### src/rtl/aq_clint_pkg.sv
// Shared definitions for the CLINT timer unit: register offsets, FSM states, compare width.
// Optional feature macro used by this slice: AQ_CLINT_STIMECMP_EN (supervisor timer compare).
package aq_clint_pkg;

    localparam int CMP_W = 64;

    localparam logic [2:0] MSIP     = 3'd0;
    localparam logic [2:0] SSIP     = 3'd1;
    localparam logic [2:0] MTCMP_LO = 3'd2;
    localparam logic [2:0] MTCMP_HI = 3'd3;
    localparam logic [2:0] STCMP_LO = 3'd4;
    localparam logic [2:0] STCMP_HI = 3'd5;

    typedef enum logic {
        IDLE = 1'b0,
        RESP = 1'b1
    } clint_state_t;

endpackage

### src/rtl/aq_clint_cmp.sv
// 64-bit timer compare register with independent 32-bit half writes and a registered
// unsigned (mtime >= cmp) flag. The flag is level-sensitive: it follows the compare every cycle.
module aq_clint_cmp
    import aq_clint_pkg::*;
#(
    parameter logic [CMP_W-1:0] RST_VAL = '1
) (
    input  logic             clk,
    input  logic             srst,
    input  logic [CMP_W-1:0] mtime,
    input  logic             wr_lo,
    input  logic             wr_hi,
    input  logic [31:0]      wdata,
    output logic [CMP_W-1:0] cmp_val,
    output logic             int_flag
);

    logic [CMP_W-1:0] cmp_q;
    logic             int_q;

    // Compare register update; reset wins over a coincident write so no partial write survives.
    always_ff @(posedge clk) begin
        if (srst) begin
            cmp_q <= RST_VAL;
        end else begin
            if (wr_lo) cmp_q[31:0]  <= wdata;
            if (wr_hi) cmp_q[63:32] <= wdata;
        end
    end

    // Registered compare against the currently held value; a new cmp is seen one cycle after its write.
    always_ff @(posedge clk) begin
        if (srst) begin
            int_q <= 1'b0;
        end else begin
            int_q <= (mtime >= cmp_q);
        end
    end

    assign cmp_val  = cmp_q;
    assign int_flag = int_q;

endmodule

### src/rtl/aq_clint_tmr.sv
// Per-hart CLINT timer / software-interrupt unit with a 32-bit request/ack register port
// paced by apb_clk_en. Define AQ_CLINT_STIMECMP_EN to include the supervisor timer compare.
module aq_clint_tmr
    import aq_clint_pkg::*;
#(
    parameter logic [CMP_W-1:0] CMP_RST_VAL = 64'hFFFF_FFFF_FFFF_FFFF
) (
    input  logic             forever_cpuclk,
    input  logic             cpurst,
    input  logic             apb_clk_en,
    input  logic [CMP_W-1:0] sysio_clint_mtime,
    input  logic             tmr_req,
    input  logic             tmr_wr,
    input  logic [2:0]       tmr_addr,
    input  logic [31:0]      tmr_wdata,
    output logic [31:0]      tmr_rdata,
    output logic             tmr_ack,
    output logic             tmr_err,
    output logic             clint_core0_ms_int,
    output logic             clint_core0_ss_int,
    output logic             clint_core0_mt_int,
    output logic             clint_core0_st_int
);

    clint_state_t     state_q, state_d;
    logic [31:0]      rdata_q, rdata_d;
    logic             err_q, err_d;
    logic             msip_q, ssip_q;
    logic             ms_int_q, ss_int_q;
    logic             accept;
    logic             wr_en;
    logic [31:0]      rd_val;
    logic             addr_err;
    logic [CMP_W-1:0] mtcmp, stcmp;

    // A new access is only taken from IDLE on an enable edge; requests seen in RESP are ignored.
    assign accept = (state_q == IDLE) && tmr_req && apb_clk_en;
    assign wr_en  = accept && tmr_wr && !addr_err;

    // Read mux and unmapped-offset decode for the offset currently presented.
    always_comb begin
        rd_val   = '0;
        addr_err = 1'b0;
        case (tmr_addr)
            MSIP:     rd_val = {31'b0, msip_q};
            SSIP:     rd_val = {31'b0, ssip_q};
            MTCMP_LO: rd_val = mtcmp[31:0];
            MTCMP_HI: rd_val = mtcmp[63:32];
            STCMP_LO: rd_val = stcmp[31:0];
            STCMP_HI: rd_val = stcmp[63:32];
            default:  addr_err = 1'b1;
        endcase
    end

    // Next state, captured response and ack; writes return zero read data.
    always_comb begin
        state_d = state_q;
        rdata_d = rdata_q;
        err_d   = err_q;
        tmr_ack = (state_q == RESP);
        case (state_q)
            IDLE: begin
                if (accept) begin
                    state_d = RESP;
                    rdata_d = tmr_wr ? 32'h0 : rd_val;
                    err_d   = addr_err;
                end
            end
            RESP: begin
                if (apb_clk_en) begin
                    state_d = IDLE;
                    rdata_d = '0;
                    err_d   = 1'b0;
                end
            end
            default: state_d = IDLE;
        endcase
    end

    // FSM, response registers, software-interrupt bits and their registered int copies.
    always_ff @(posedge forever_cpuclk) begin
        if (cpurst) begin
            state_q  <= IDLE;
            rdata_q  <= '0;
            err_q    <= 1'b0;
            msip_q   <= 1'b0;
            ssip_q   <= 1'b0;
            ms_int_q <= 1'b0;
            ss_int_q <= 1'b0;
        end else begin
            state_q  <= state_d;
            rdata_q  <= rdata_d;
            err_q    <= err_d;
            if (wr_en && tmr_addr == MSIP) msip_q <= tmr_wdata[0];
            if (wr_en && tmr_addr == SSIP) ssip_q <= tmr_wdata[0];
            ms_int_q <= msip_q;
            ss_int_q <= ssip_q;
        end
    end

    aq_clint_cmp #(
        .RST_VAL (CMP_RST_VAL)
    ) u_mtcmp (
        .clk      (forever_cpuclk),
        .srst     (cpurst),
        .mtime    (sysio_clint_mtime),
        .wr_lo    (wr_en && tmr_addr == MTCMP_LO),
        .wr_hi    (wr_en && tmr_addr == MTCMP_HI),
        .wdata    (tmr_wdata),
        .cmp_val  (mtcmp),
        .int_flag (clint_core0_mt_int)
    );

`ifdef AQ_CLINT_STIMECMP_EN
    aq_clint_cmp #(
        .RST_VAL (CMP_RST_VAL)
    ) u_stcmp (
        .clk      (forever_cpuclk),
        .srst     (cpurst),
        .mtime    (sysio_clint_mtime),
        .wr_lo    (wr_en && tmr_addr == STCMP_LO),
        .wr_hi    (wr_en && tmr_addr == STCMP_HI),
        .wdata    (tmr_wdata),
        .cmp_val  (stcmp),
        .int_flag (clint_core0_st_int)
    );
`else
    // Without the supervisor compare, offsets 4/5 stay mapped but read zero and ignore writes.
    assign stcmp              = '0;
    assign clint_core0_st_int = 1'b0;
`endif

    assign tmr_rdata          = rdata_q;
    assign tmr_err            = err_q;
    assign clint_core0_ms_int = ms_int_q;
    assign clint_core0_ss_int = ss_int_q;

endmodule
### config.mk
export PLATFORM = sky130hd
export DESIGN_NAME = aq_clint_tmr
export DESIGN_NICKNAME = d
export VERILOG_FILES = /design/src/rtl/aq_clint_pkg.sv /design/src/rtl/aq_clint_cmp.sv /design/src/rtl/aq_clint_tmr.sv
export SDC_FILE = /design/constraint.sdc
export NUM_CORES = 1
export LEC_CHECK = 0
export CAP_MARGIN = 20
export CORE_ASPECT_RATIO = 0.6
export CORE_MARGIN = 4
export CORE_UTILIZATION = 45
export CTS_CLUSTER_DIAMETER = 120
export DETAILED_ROUTE_END_ITERATION = 7
export PLACE_DENSITY_LB_ADDON = 0.1
export SLEW_MARGIN = 40
export SYNTH_ARGS = -nofsm -noshare
export SYNTH_HDL_FRONTEND = slang
export SYNTH_SLANG_ARGS = --single-unit
### constraint.sdc
create_clock -name forever_cpuclk -period 2.55 [get_ports forever_cpuclk]
set_input_delay 0.6375 -clock forever_cpuclk [delete_from_list [all_inputs] [get_ports forever_cpuclk]]
set_output_delay 0.6375 -clock forever_cpuclk [all_outputs]
set_load 0.1 [all_outputs]
After elaboration in Yosys (flattened, before gate mapping):

Index checks and enable logic that the tools add are counted.

* bits in registers: 103
* input bits: 104
* output and inout port bits: 38
* logic and storage cells: 42

* order comparisons: 1
* equality and inequality tests: 7
* mux-type cells: 12
* bitwise gates (word level): 1
* reductions and logical operators: 11

Operators with widths (number)
* $pmux 32 s4: 1
* $mux 32: 3
* $ge 64x64->1: 1
* $pmux 32 s2: 1
* $logic_and 1x1->1: 8
* $eq 3x2->1 const B: 2
* $eq 3x3->1 const B: 2
* $reduce_or 6->1: 1
* $mux 1: 5
* $ne 2x2->1 const B: 2
* $pmux 1 s2: 2
* $eq 3x1->1 const B: 1
* $logic_not 3->1: 1
* $reduce_and 2->1: 1
* $not 1->1: 1

Depth between registers and ports, before layout:

Gate-level depths: netlist (run 1).

* depth after elaboration: 6
* depth in mapped cells: 8
* gate-level depth less buffers: 8

By module:

From an unflattened synthesis (run 1), not the netlist that was laid out.

* cells, all modules: 578
* area, all modules: 5338.9 um2

Modules (own cells, without submodules)
* aq_clint_cmp: instances 1, cells each 439, area an instance 3736.1 um2, seq. area each 1301.2 um2
* aq_clint_tmr: instances 1, cells each 139, area an instance 1602.8 um2, seq. area each 760.7 um2

Least setup slack after synthesis (run 1):

No wires, ideal clock.

* path type: input-to-reg
* start: input port sysio_clint_mtime[25]
* end: register u_mtcmp.int_q, in the netlist u_mtcmp.int_flag
* setup time: 0.125 ns
* arrival time: 2.044 ns
* data required time: 2.425 ns
* setup slack: 0.381 ns
* stages on the path: 7
* path buffers: 0
* cell sequence: ha_1 > a21o_1 > a221o_1 > a221oi_2 > o21ai_1 > o311ai_1 > nand2_1

* longest elaborated chain between the ends: 1

RTL lines
* start: declaration: line aq_clint_tmr.sv:11 `input logic [CMP_W-1:0] sysio_clint_mtime,`
* $ge 64x64->1: line aq_clint_cmp.sv:36 `int_q <= (mtime >= cmp_q);`
* end signal: assignment: line aq_clint_cmp.sv:36
* end: declaration: line aq_clint_cmp.sv:19 `logic int_q;`

Every way passes these cells.
A chain may end at the register's enable or synchronous reset.

Final worst setup path (run 1):

Ends and elaborated chain as after synthesis.

==> qor.yml, run 1 <==
num_rows: 30
num_antenna_cells: 0
worstMarginPinSlew_ns: 0.7924
clk_latency_ns: 0.34
netlist_area_um2: 5310
crit_path_end_kind: "flop"
arrival_ns: 2.67
p_leak_uw: 0.003487
synthArstFlopShare: 0
totalWireLength_um: 16080
ant_nets: 0
cts.path.max_buffers: 2
fillers: 993
io_buffers: 140
grt_antenna_before_repair: 0
regToRegSetupSlack_ns: 0.46
yosys_warnings: 0
mostFrequentLayoutCells: "dfxtp_1 (103), clkdlybuf4s50_1 (102), nand2_1 (81), inv_1 (66)"
wl_per_cell_um: 17.44
dr.pass1.iters: 5
skew_ns: 0.005814
drc: 0
grt_pass1_vias: 4995
synth.avg_cell_area_um2: 8.662
cts_hold_buf: 0
critical_path.endpoint: "u_mtcmp.int_flag"
cp-start-kind: "input pin"
track_usage: 0.2353
critPathLaunch: "sysio_clint_mtime[25]"
dieArea_um2: 13660
min_path_type: "reg2reg"
r2r-start: "u_mtcmp.cmp_val[25]"
cts_root_buf: "clkbuf_16"
place_hpwl_um: 12290
die_x_um: 148.2
setup_viol: 0
r2r_end: "u_mtcmp.int_flag"
hold_ws_ns: 0.4993
power.density_nw_per_um2: 475.8
final_area_um2: 7267
postPlaceCellArea_um2: 6975
die_h_um: 92.15
drive_above_1_share: 0.1286
synth_edf_count: 0
coreArea_um2: 11410
final_max_slew_viol_count: 0
rsz0062_at_grt: "false"
clkTransAtPathRegs_ns: 0.07
area_delta_synth_final_pct: 36.85
synth_ff_type: "dfxtp_1"
slew_headroom: 0.4717
cts_tree: "built"
r2r_cells: 8
numCtsBuffers: 9
grt.overflow.total: 0
fmax_mhz: 408.5
pin_count: 142
routabilityCongestion: 0.8683
via_per_inst: 5.495
crit_required_ns: 2.78
synthDistinctLibCells: 44
final_common_cell: "dfxtp_1"
cts.sinks: 103
start_util: 0.4654
nets: 925
hold_viol: 0
post_cts_buffers: 0
drtIter0Drc: 277
path_class: "in2reg"
cp_max_fo: 2
peakVddDrop_uv: 361.2
htree_levels: 3
drv_cap: 0
status: "finished clean"
ys_ff_latch: 103
period_share: 0.9600
synthCells: 613
grt_max_degree: 45
fin_crit_ns: 2.448
vias: 5066
post_cts_resized: 0
grt_first_pass_wirelength_um: 25520
yosysSeqAreaShare: 0.3883
synth_nets: 781
==> cell usage after synthesis (2+ instances only) <==
| cell type | count | area, um2 |
|---|---|---|
| a21o_1 | 6 | 45.04 |
| a21oi_1 | 24 | 120.1 |
| a221o_1 | 2 | 20.02 |
| a221oi_1 | 2 | 17.52 |
| a221oi_2 | 2 | 30.03 |
| a22oi_1 | 33 | 247.7 |
| and3b_1 | 2 | 17.52 |
| buf_2 | 9 | 45.04 |
| clkbuf_1 | 26 | 97.59 |
| dfxtp_1 | 103 | 2062 |
| ha_1 | 64 | 800.8 |
| inv_1 | 67 | 251.5 |
| inv_2 | 2 | 7.510 |
| mux2i_1 | 3 | 30.03 |
| nand2_1 | 81 | 304.0 |
| nand2b_1 | 2 | 12.51 |
| nand3_1 | 6 | 30.03 |
| nand3b_1 | 2 | 15.01 |
| nand4_1 | 10 | 62.56 |
| nor2_1 | 38 | 142.6 |
| nor2_2 | 2 | 12.51 |
| nor2b_1 | 3 | 18.77 |
| nor3_1 | 3 | 15.01 |
| nor4_4 | 2 | 42.54 |
| o211ai_1 | 64 | 480.5 |
| o21ai_0 | 6 | 30.03 |
| o21ai_1 | 2 | 10.01 |
| o22ai_1 | 31 | 193.9 |
==> worst max-delay path: stages <==
cell and delay, ns:
clkdlybuf4s50_1 0.41, ha_1 0.31, a21o_1 0.16, a221o_1 0.33
a221oi_2 0.29, o21ai_1 0.12, o311ai_1 0.32, nand2_1 0.08
==> worst min-delay path by stage <==
| stage | from | end | cells past startpoint |
|---|---|---|---|
| 2_1_floorplan | msip_q | clint_core0_ms_int | 1 |
| 3_3_place_gp | tmr_err | tmr_err | 2 |
| 6_report | ssip_q | clint_core0_ss_int | 1 |
| 4_1_cts | ssip_q | clint_core0_ss_int | 1 |
| 5_1_grt | ssip_q | clint_core0_ss_int | 1 |
| 3_5_place_dp | ssip_q | clint_core0_ss_int | 1 |
==> power breakdown <==
| group | switching (uW) | leakage (uW) | internal, uW |
|---|---|---|---|
| Clock | 616 | 0.000136 | 698 |
| Combinational | 262 | 0.00252 | 248 |
| Sequential | 7.50 | 0.000834 | 1630 |
| Total | 886 | 0.00349 | 2570 |
==> cell families (layout without fill, tap and decap cells) <==
group | count (synthesis) | in the layout | share of synthesized area
other | 1 | 1 | 0.0007062
AND/OR/NAND/NOR | 159 | 159 | 0.1397
flip-flops | 103 | 103 | 0.3883
AO/OA/AOI/OAI | 177 | 177 | 0.2335
buffers and inverters | 105 | 254 | 0.07705
adder cells (fa/ha/maj) | 64 | 64 | 0.1508
multiplexers | 4 | 4 | 0.009896
==> state kept, by name (all words and copies together) (netlist names) <==
signal	cells
u_mtcmp.cmp_val	64
tmr_rdata	32
clint_core0_ms_int	1
clint_core0_ss_int	1
msip_q	1
ssip_q	1
tmr_ack	1
tmr_err	1
u_mtcmp.int_flag	1
==> layout make-up <==
class,count,area [um2],share of cell area
Inverter,69,259.0,0.03564
Multi-Input combinational cell,405,2864,0.3941
Sequential cell,103,2062,0.2837
Clock buffer,11,242.7,0.03340
Tap cell,160,200.2,0.02755
Clock inverter,5,42.54,0.005854
Timing Repair Buffer,169,1597,0.2197
==> per-layer routing <==
layer  track usage  routed length (um)
met5             0                   0
met3       0.07062                1272
met1        0.3359                7835
met4       0.04919                 143
met2        0.3518                6831
==> through the flow <==
stage               worst slack (ns)  setup TNS, ns  total power [uW]  std cells    util
floorplan                     0.3813              0              1893        613       -
global placement             -0.1938        -0.1938              2164        906  0.6113
detailed placement           -0.2383        -0.2383              2174        906  0.6113
CTS                           0.1169              0              3484        922  0.6363
global route                0.008080              0              3598        922  0.6368
finish                        0.1020              0              3457        922  0.6368
Note: power is estimated with default switching activity, not from simulation.
==> inputs of run 2 (changes only) <==
--- a/config.mk
+++ b/config.mk
@@ -5,13 +5,13 @@
 export SDC_FILE = /design/constraint.sdc
 export NUM_CORES = 1
 export LEC_CHECK = 0
+export ABC_AREA = 1
 export CAP_MARGIN = 20
 export CORE_ASPECT_RATIO = 0.6
 export CORE_MARGIN = 4
-export CORE_UTILIZATION = 45
+export CORE_UTILIZATION = 25
 export CTS_CLUSTER_DIAMETER = 120
 export DETAILED_ROUTE_END_ITERATION = 7
-export PLACE_DENSITY_LB_ADDON = 0.1
 export SLEW_MARGIN = 40
 export SYNTH_ARGS = -nofsm -noshare
 export SYNTH_HDL_FRONTEND = slang
==> qor.yml, run 2 <==
dr.pass1.iters: 4  # -1
crit_path_end_kind: "flop"
drtIter0Drc: 281  # +1.4%
area_delta_synth_final_pct: 36.07
num_antenna_cells: 0  # unchanged
synth_nets: 879  # +13%
cts.sinks: 103  # unchanged
fin_crit_ns: 2.105  # -0.3428 ns
cts.path.max_buffers: 2  # unchanged
slowest_delay_ns: 0.40  # about the same
grt.overflow.total: 0  # unchanged
arrival_ns: 2.39  # -0.28 ns
coreArea_um2: 21240  # +86%
hold_viol: 0  # unchanged
synth_most_common_cell: "nand2_1"
path_cells: "clkdlybuf4s50_1 -> ha_1 -> nand2_1 -> nor2_1 -> nand2_1 -> nor2_2 -> nand2_1 -> nor3b_1 -> nand2_1 -> a21oi_1"
finalSetupTns_ns: 0  # unchanged
totalWireLength_um: 17970  # +12%
grt_first_pass_wirelength_um: 27830  # +9.0%
mostFrequentLayoutCells: "nand2_1 (132), a21oi_1 (128), dfxtp_1 (103), clkdlybuf4s50_1 (102), inv_1 (82)"
via_per_inst: 4.558  # -17%
setup_viol: 0  # unchanged
start_util: 0.2566  # -0.2088
vias: 5132  # +1.3%
wl_per_cell_um: 15.96  # -8.5%
cts_root_buf: "clkbuf_16"
drc: 0  # unchanged
r2r_cells: 10  # +2
synthDistinctLibCells: 29  # -34%
period_share: 0.8255  # -0.1344
cp_max_fo: 3  # +1
place_hpwl_um: 14080  # +15%
num_rows: 41  # +37%
rsz0062_at_grt: "false"
yosys_warnings: 0  # unchanged
ys_ff_latch: 103  # unchanged
synthCells: 711  # +16%
status: "finished clean"
grt_max_degree: 51  # +13%
die_h_um: 122.4  # +33%
drive_above_1_share: 0.09445  # -0.03416
r2r-start: "u_mtcmp.cmp_val[63]"
synth_area_leaders: "dfxtp_1 (38%), ha_1 (15%), a21oi_1 (12%)"
crit_required_ns: 2.83  # +0.05 ns
r2r_end: "u_mtcmp.int_flag"
post_cts_resized: 0  # unchanged
pin_count: 142  # unchanged
yosysSeqAreaShare: 0.3784  # -0.009897
synth_edf_count: 0  # unchanged
synth_top_area_frac: 0.3784  # -0.009897
worstHoldStart: "msip_q"
synthArstFlopShare: 0  # unchanged
cp-start-kind: "input pin"
regToRegSetupSlack_ns: 0.75  # +0.29 ns
nets: 1010  # +9.2%
final_common_cell: "nand2_1"
post_cts_buffers: 0  # unchanged
dieArea_um2: 24300  # +78%
peakVddDrop_uv: 305.8  # -15%
min_path_type: "reg2reg"
grt_pass1_vias: 4916  # -1.6%
track_usage: 0.1491  # -0.08618
cts_hold_buf: 0  # unchanged
htree_levels: 3  # unchanged
final_max_slew_viol_count: 0  # unchanged
fmax_mhz: 475.0  # +16%
yosysTopAreaCell: "dfxtp_1"
cpMaxStageDelayCell: "clkdlybuf4s50_1"
numCtsBuffers: 9  # unchanged
cts_tree: "built"
fillers: 2259  # +130%
min_path_cells: 2  # +1
synth.avg_cell_area_um2: 7.664  # -12%
drv_cap: 0  # unchanged
ant_nets: 0  # unchanged
skew_ns: 0.01156  # +0.005745 ns
io_buffers: 140  # unchanged
routabilityCongestion: 0.8148  # -6.2%
path_class: "in2reg"
p_leak_uw: 0.003632  # +4.1%
die_x_um: 198.6  # +34%
clkTransAtPathRegs_ns: 0.08  # about the same
clk_latency_ns: 0.36  # +0.02 ns
grt_antenna_before_repair: 0  # unchanged
netlist_area_um2: 5449  # +2.6%
synthTopCellsByCount: "nand2_1 (132), a21oi_1 (128), dfxtp_1 (103)"
fin_total_pwr_uw: 3644  # +5.4%
synth_ff_type: "dfxtp_1"
power.density_nw_per_um2: 491.5  # +3.3%
largest_register_ffs: 64  # unchanged
crit_top_cell: "nand2_1"
holdPathEnd: "clint_core0_ms_int"
[run 2: cell count changes after synthesis, moves of 8 or more]
| cell | previous run | this run |
|---|---|---|
| o21ai_1 | 2 | 11 |
| inv_1 | 67 | 82 |
| nand2_1 | 81 | 132 |
| buf_2 | 9 | 17 |
| a22oi_1 | 33 | 0 |
| clkbuf_1 | 26 | 11 |
| nor2_1 | 38 | 21 |
| o21ai_0 | 6 | 65 |
| o211ai_1 | 64 | 0 |
| a21oi_1 | 24 | 128 |
[run 2: how the worst max path moves through the flow]
stage | start | to | slack, ns
finish | sysio_clint_mtime[63] | u_mtcmp.int_flag | 0.44
global route | sysio_clint_mtime[63] | u_mtcmp.int_flag | 0.28
CTS | sysio_clint_mtime[63] | u_mtcmp.int_flag | 0.44
detailed placement | sysio_clint_mtime[63] | u_mtcmp.int_flag | 0.08
global placement | sysio_clint_mtime[63] | u_mtcmp.int_flag | 0.08
floorplan | tmr_ack | tmr_rdata[23] | 0.74
[run 2: per-stage QoR]
step / hold WS (ns) / util / instance area (um2) / setup WS [ns] / instances
after floorplan: 0.4246 / - / 5449 / 0.7351 / 711
after global placement: 0.4529 / 0.3343 / 7099 / 0.07545 / 1110
after detailed placement: 0.4501 / 0.3343 / 7099 / 0.07930 / 1110
after CTS: 0.4608 / 0.3491 / 7415 / 0.4369 / 1126
after global routing: 0.4796 / 0.3491 / 7415 / 0.2842 / 1126
final: 0.4585 / 0.3491 / 7415 / 0.4449 / 1126
[run 2: critical path: cells and delay by family]
kind / cells / cell delay, ns
compound gates: 1 / 0.12
fa+ha+maj: 1 / 0.30
buf+inv: 1 / 0.40
simple gates: 7 / 0.92
[run 2: cell families after synthesis]
family / synth area share
AO/OA/AOI/OAI: 0.2285
other: 0.0006882
AND/OR/NAND/NOR: 0.1506
flip-flops: 0.3784
buffers and inverters: 0.09483
adder cells (fa/ha/maj): 0.1470
[run 2: cell type report]
class	instances	area [um2]	share of cell area
tap	279	349.1	0.04708
clock inverter	6	76.32	0.01029
inverter	82	307.8	0.04151
multi-input combinational	490	2879	0.3883
sequential	103	2062	0.2781
clock buffer	10	239.0	0.03223
timing repair buffer	156	1501	0.2025
[run 2: report_power, final]
part / switching, uW / internal (uW) / total [uW]
Clock: 680 / 805 / 1490
Combinational: 282 / 242 / 525
Sequential: 8.65 / 1630 / 1630
[run 2: metal layers]
layer  GRT usage  up-vias  wire (um)
li1            -     2667          -
met1      0.2334     2320       9731
met2      0.1978      139       6664
met3     0.04746        6       1492
met4     0.02562        0         79
met5           0        -          0
==> inputs of run 3 (changes only) <==
==> constraint.sdc (replaced) <==
create_clock -name forever_cpuclk -period 2.15 [get_ports forever_cpuclk]
set_input_delay 0.5375 -clock forever_cpuclk [delete_from_list [all_inputs] [get_ports forever_cpuclk]]
set_output_delay 0.5375 -clock forever_cpuclk [all_outputs]
set_load 0.1 [all_outputs]
==> qor.yml, run 3 (synthesis gave the netlist of run 2 again) <==
grt_pass1_vias: 4868  # -0.98%
min_path_type: "reg2reg"
path_cells: "clkdlybuf4s50_1 -> ha_1 -> nand2_1 -> nor2_2 -> nand4_1 -> nor2_2 -> nand2_1 -> nor3b_2 -> nand2_1 -> a21oi_2"
rsz0062_at_grt: "false"
die_h_um: 122.4  # unchanged
track_usage: 0.1484  # -0.0006610
skew_ns: 0.01166  # +0.0001036 ns
area_delta_synth_final_pct: 38.35
cp_max_fo: 2  # -1
die_x_um: 198.6  # unchanged
hold_viol: 0  # unchanged
grt_antenna_before_repair: 0  # unchanged
via_per_inst: 4.566  # +0.18%
drc: 0  # unchanged
ant_nets: 0  # unchanged
nets: 1020  # +0.99%
place_hpwl_um: 14130  # +0.35%
grt_first_pass_wirelength_um: 27520  # -1.1%
final_common_cell: "nand2_1"
cts_root_buf: "clkbuf_16"
crit_top_cell: "nand2_1"
finalSetupTns_ns: 0  # unchanged
htree_levels: 3  # unchanged
io_buffers: 140  # unchanged
vias: 5187  # +1.1%
drv_cap: 0  # unchanged
arrival_ns: 2.25  # -0.14 ns
cts_hold_buf: 0  # unchanged
fmax_mhz: 510.0
start_util: 0.2566  # unchanged
slowest_delay_ns: 0.40  # about the same
post_cts_buffers: 0  # unchanged
crit_required_ns: 2.44  # -0.39 ns
wl_per_cell_um: 15.84  # -0.72%
coreArea_um2: 21240  # unchanged
cp-start-kind: "input pin"
dieArea_um2: 24300  # unchanged
grt_max_degree: 50  # -2.0%
numCtsBuffers: 9  # unchanged
totalWireLength_um: 18000  # +0.16%
dr.pass1.iters: 5  # +1
p_leak_uw: 0.003697  # +1.8%
fin_crit_ns: 1.961
mostFrequentLayoutCells: "nand2_1 (132), a21oi_1 (127), dfxtp_1 (103), clkdlybuf4s50_1 (102), inv_1 (82)"
status: "finished clean"
largest_register_ffs: 64  # unchanged
cts.path.max_buffers: 2  # unchanged
clkTransAtPathRegs_ns: 0.07  # about the same
pin_count: 142  # unchanged
crit_family: "simple AND/OR/NAND/NOR gates"
crit_path_end_kind: "flop"
peakVddDrop_uv: 338.5  # +11%
cts.sinks: 103  # unchanged
final_max_slew_viol_count: 0  # unchanged
drtIter0Drc: 284  # +1.1%
drive_above_1_share: 0.1085  # +0.01407
cpMaxStageDelayCell: "clkdlybuf4s50_1"
power.density_nw_per_um2: 559.2  # +14%
num_antenna_cells: 0  # unchanged
clk_latency_ns: 0.36  # about the same
grt.overflow.total: 0  # unchanged
hold_ws_ns: 0.4677  # +0.009179 ns
period_share: 0.9120
setup_viol: 0  # unchanged
routabilityCongestion: 0.8087  # -0.75%
cp_num_buf_inv: 1  # unchanged
path_class: "in2reg"
num_rows: 41  # unchanged
cts_tree: "built"
-- run 3: changes by cell type in the layout (fill, tap and decap cells not counted), moves of 2 or more --
cell | before | now
buf_12 | 6 | 11
buf_4 | 48 | 53
clkinv_4 | 3 | 1
inv_6 | 1 | 3
-- run 3: tightest hold or removal path: stages, from the launching register on --
cell	delay [ns]
dfxtp_1	0.31
nand2_1	0.06
a21oi_1	0.05
-- run 3: worst paths after layout --
check	from	to	slack, ns	cells after the start
max	sysio_clint_mtime[55]	u_mtcmp.int_flag	0.19	10
min	tmr_rdata[28]	tmr_rdata[28]	0.47	2
max reg2reg	u_mtcmp.cmp_val[55]	u_mtcmp.int_flag	0.41	10
min reg2reg	tmr_rdata[28]	tmr_rdata[28]	0.47	2
-- run 3: metal layers --
layer / global-route usage / share of wire
met1: 0.2285 / 0.53
met2: 0.1950 / 0.37
met3: 0.05487 / 0.091
met4: 0.02690 / 0.0074
met5: 0 / 0
-- run 3: timing repair --
item                       CTS  global route
resized for setup            0             3
setup endpoints to repair    0             1
hold endpoints to repair     0             0
-- run 3: where the power goes --
group          total, uW  switching (uW)  internal, uW  leakage, uW
logic                643             338           305      0.00272
clock network       1630             794           840     0.000146
registers           1940            11.2          1930     0.000834
-- run 3: area by class of cell --
type | instances | area [um2]
inverters | 82 | 307.8
flip-flops and latches | 103 | 2062
well taps | 279 | 349.1
multi-input cells | 490 | 2890
clock inverters | 6 | 51.30
repair buffers | 166 | 1639
fillers | 2219 | 13700
clock buffers | 10 | 239.0
-- run 3: stage by stage --
stage / total power (uW) / instances / utilization / setup WS (ns) / area [um2]
finish: 4216 / 1136 / 0.3550 / 0.1891 / 7538
global route: 4445 / 1136 / 0.3550 / 0.005110 / 7538
CTS: 4289 / 1136 / 0.3544 / 0.1790 / 7527
detailed placement: 2625 / 1120 / 0.3408 / -0.1765 / 7237
global placement: 2623 / 1120 / 0.3408 / -0.1928 / 7237
floorplan: 2280 / 711 / - / 0.3351 / 5449
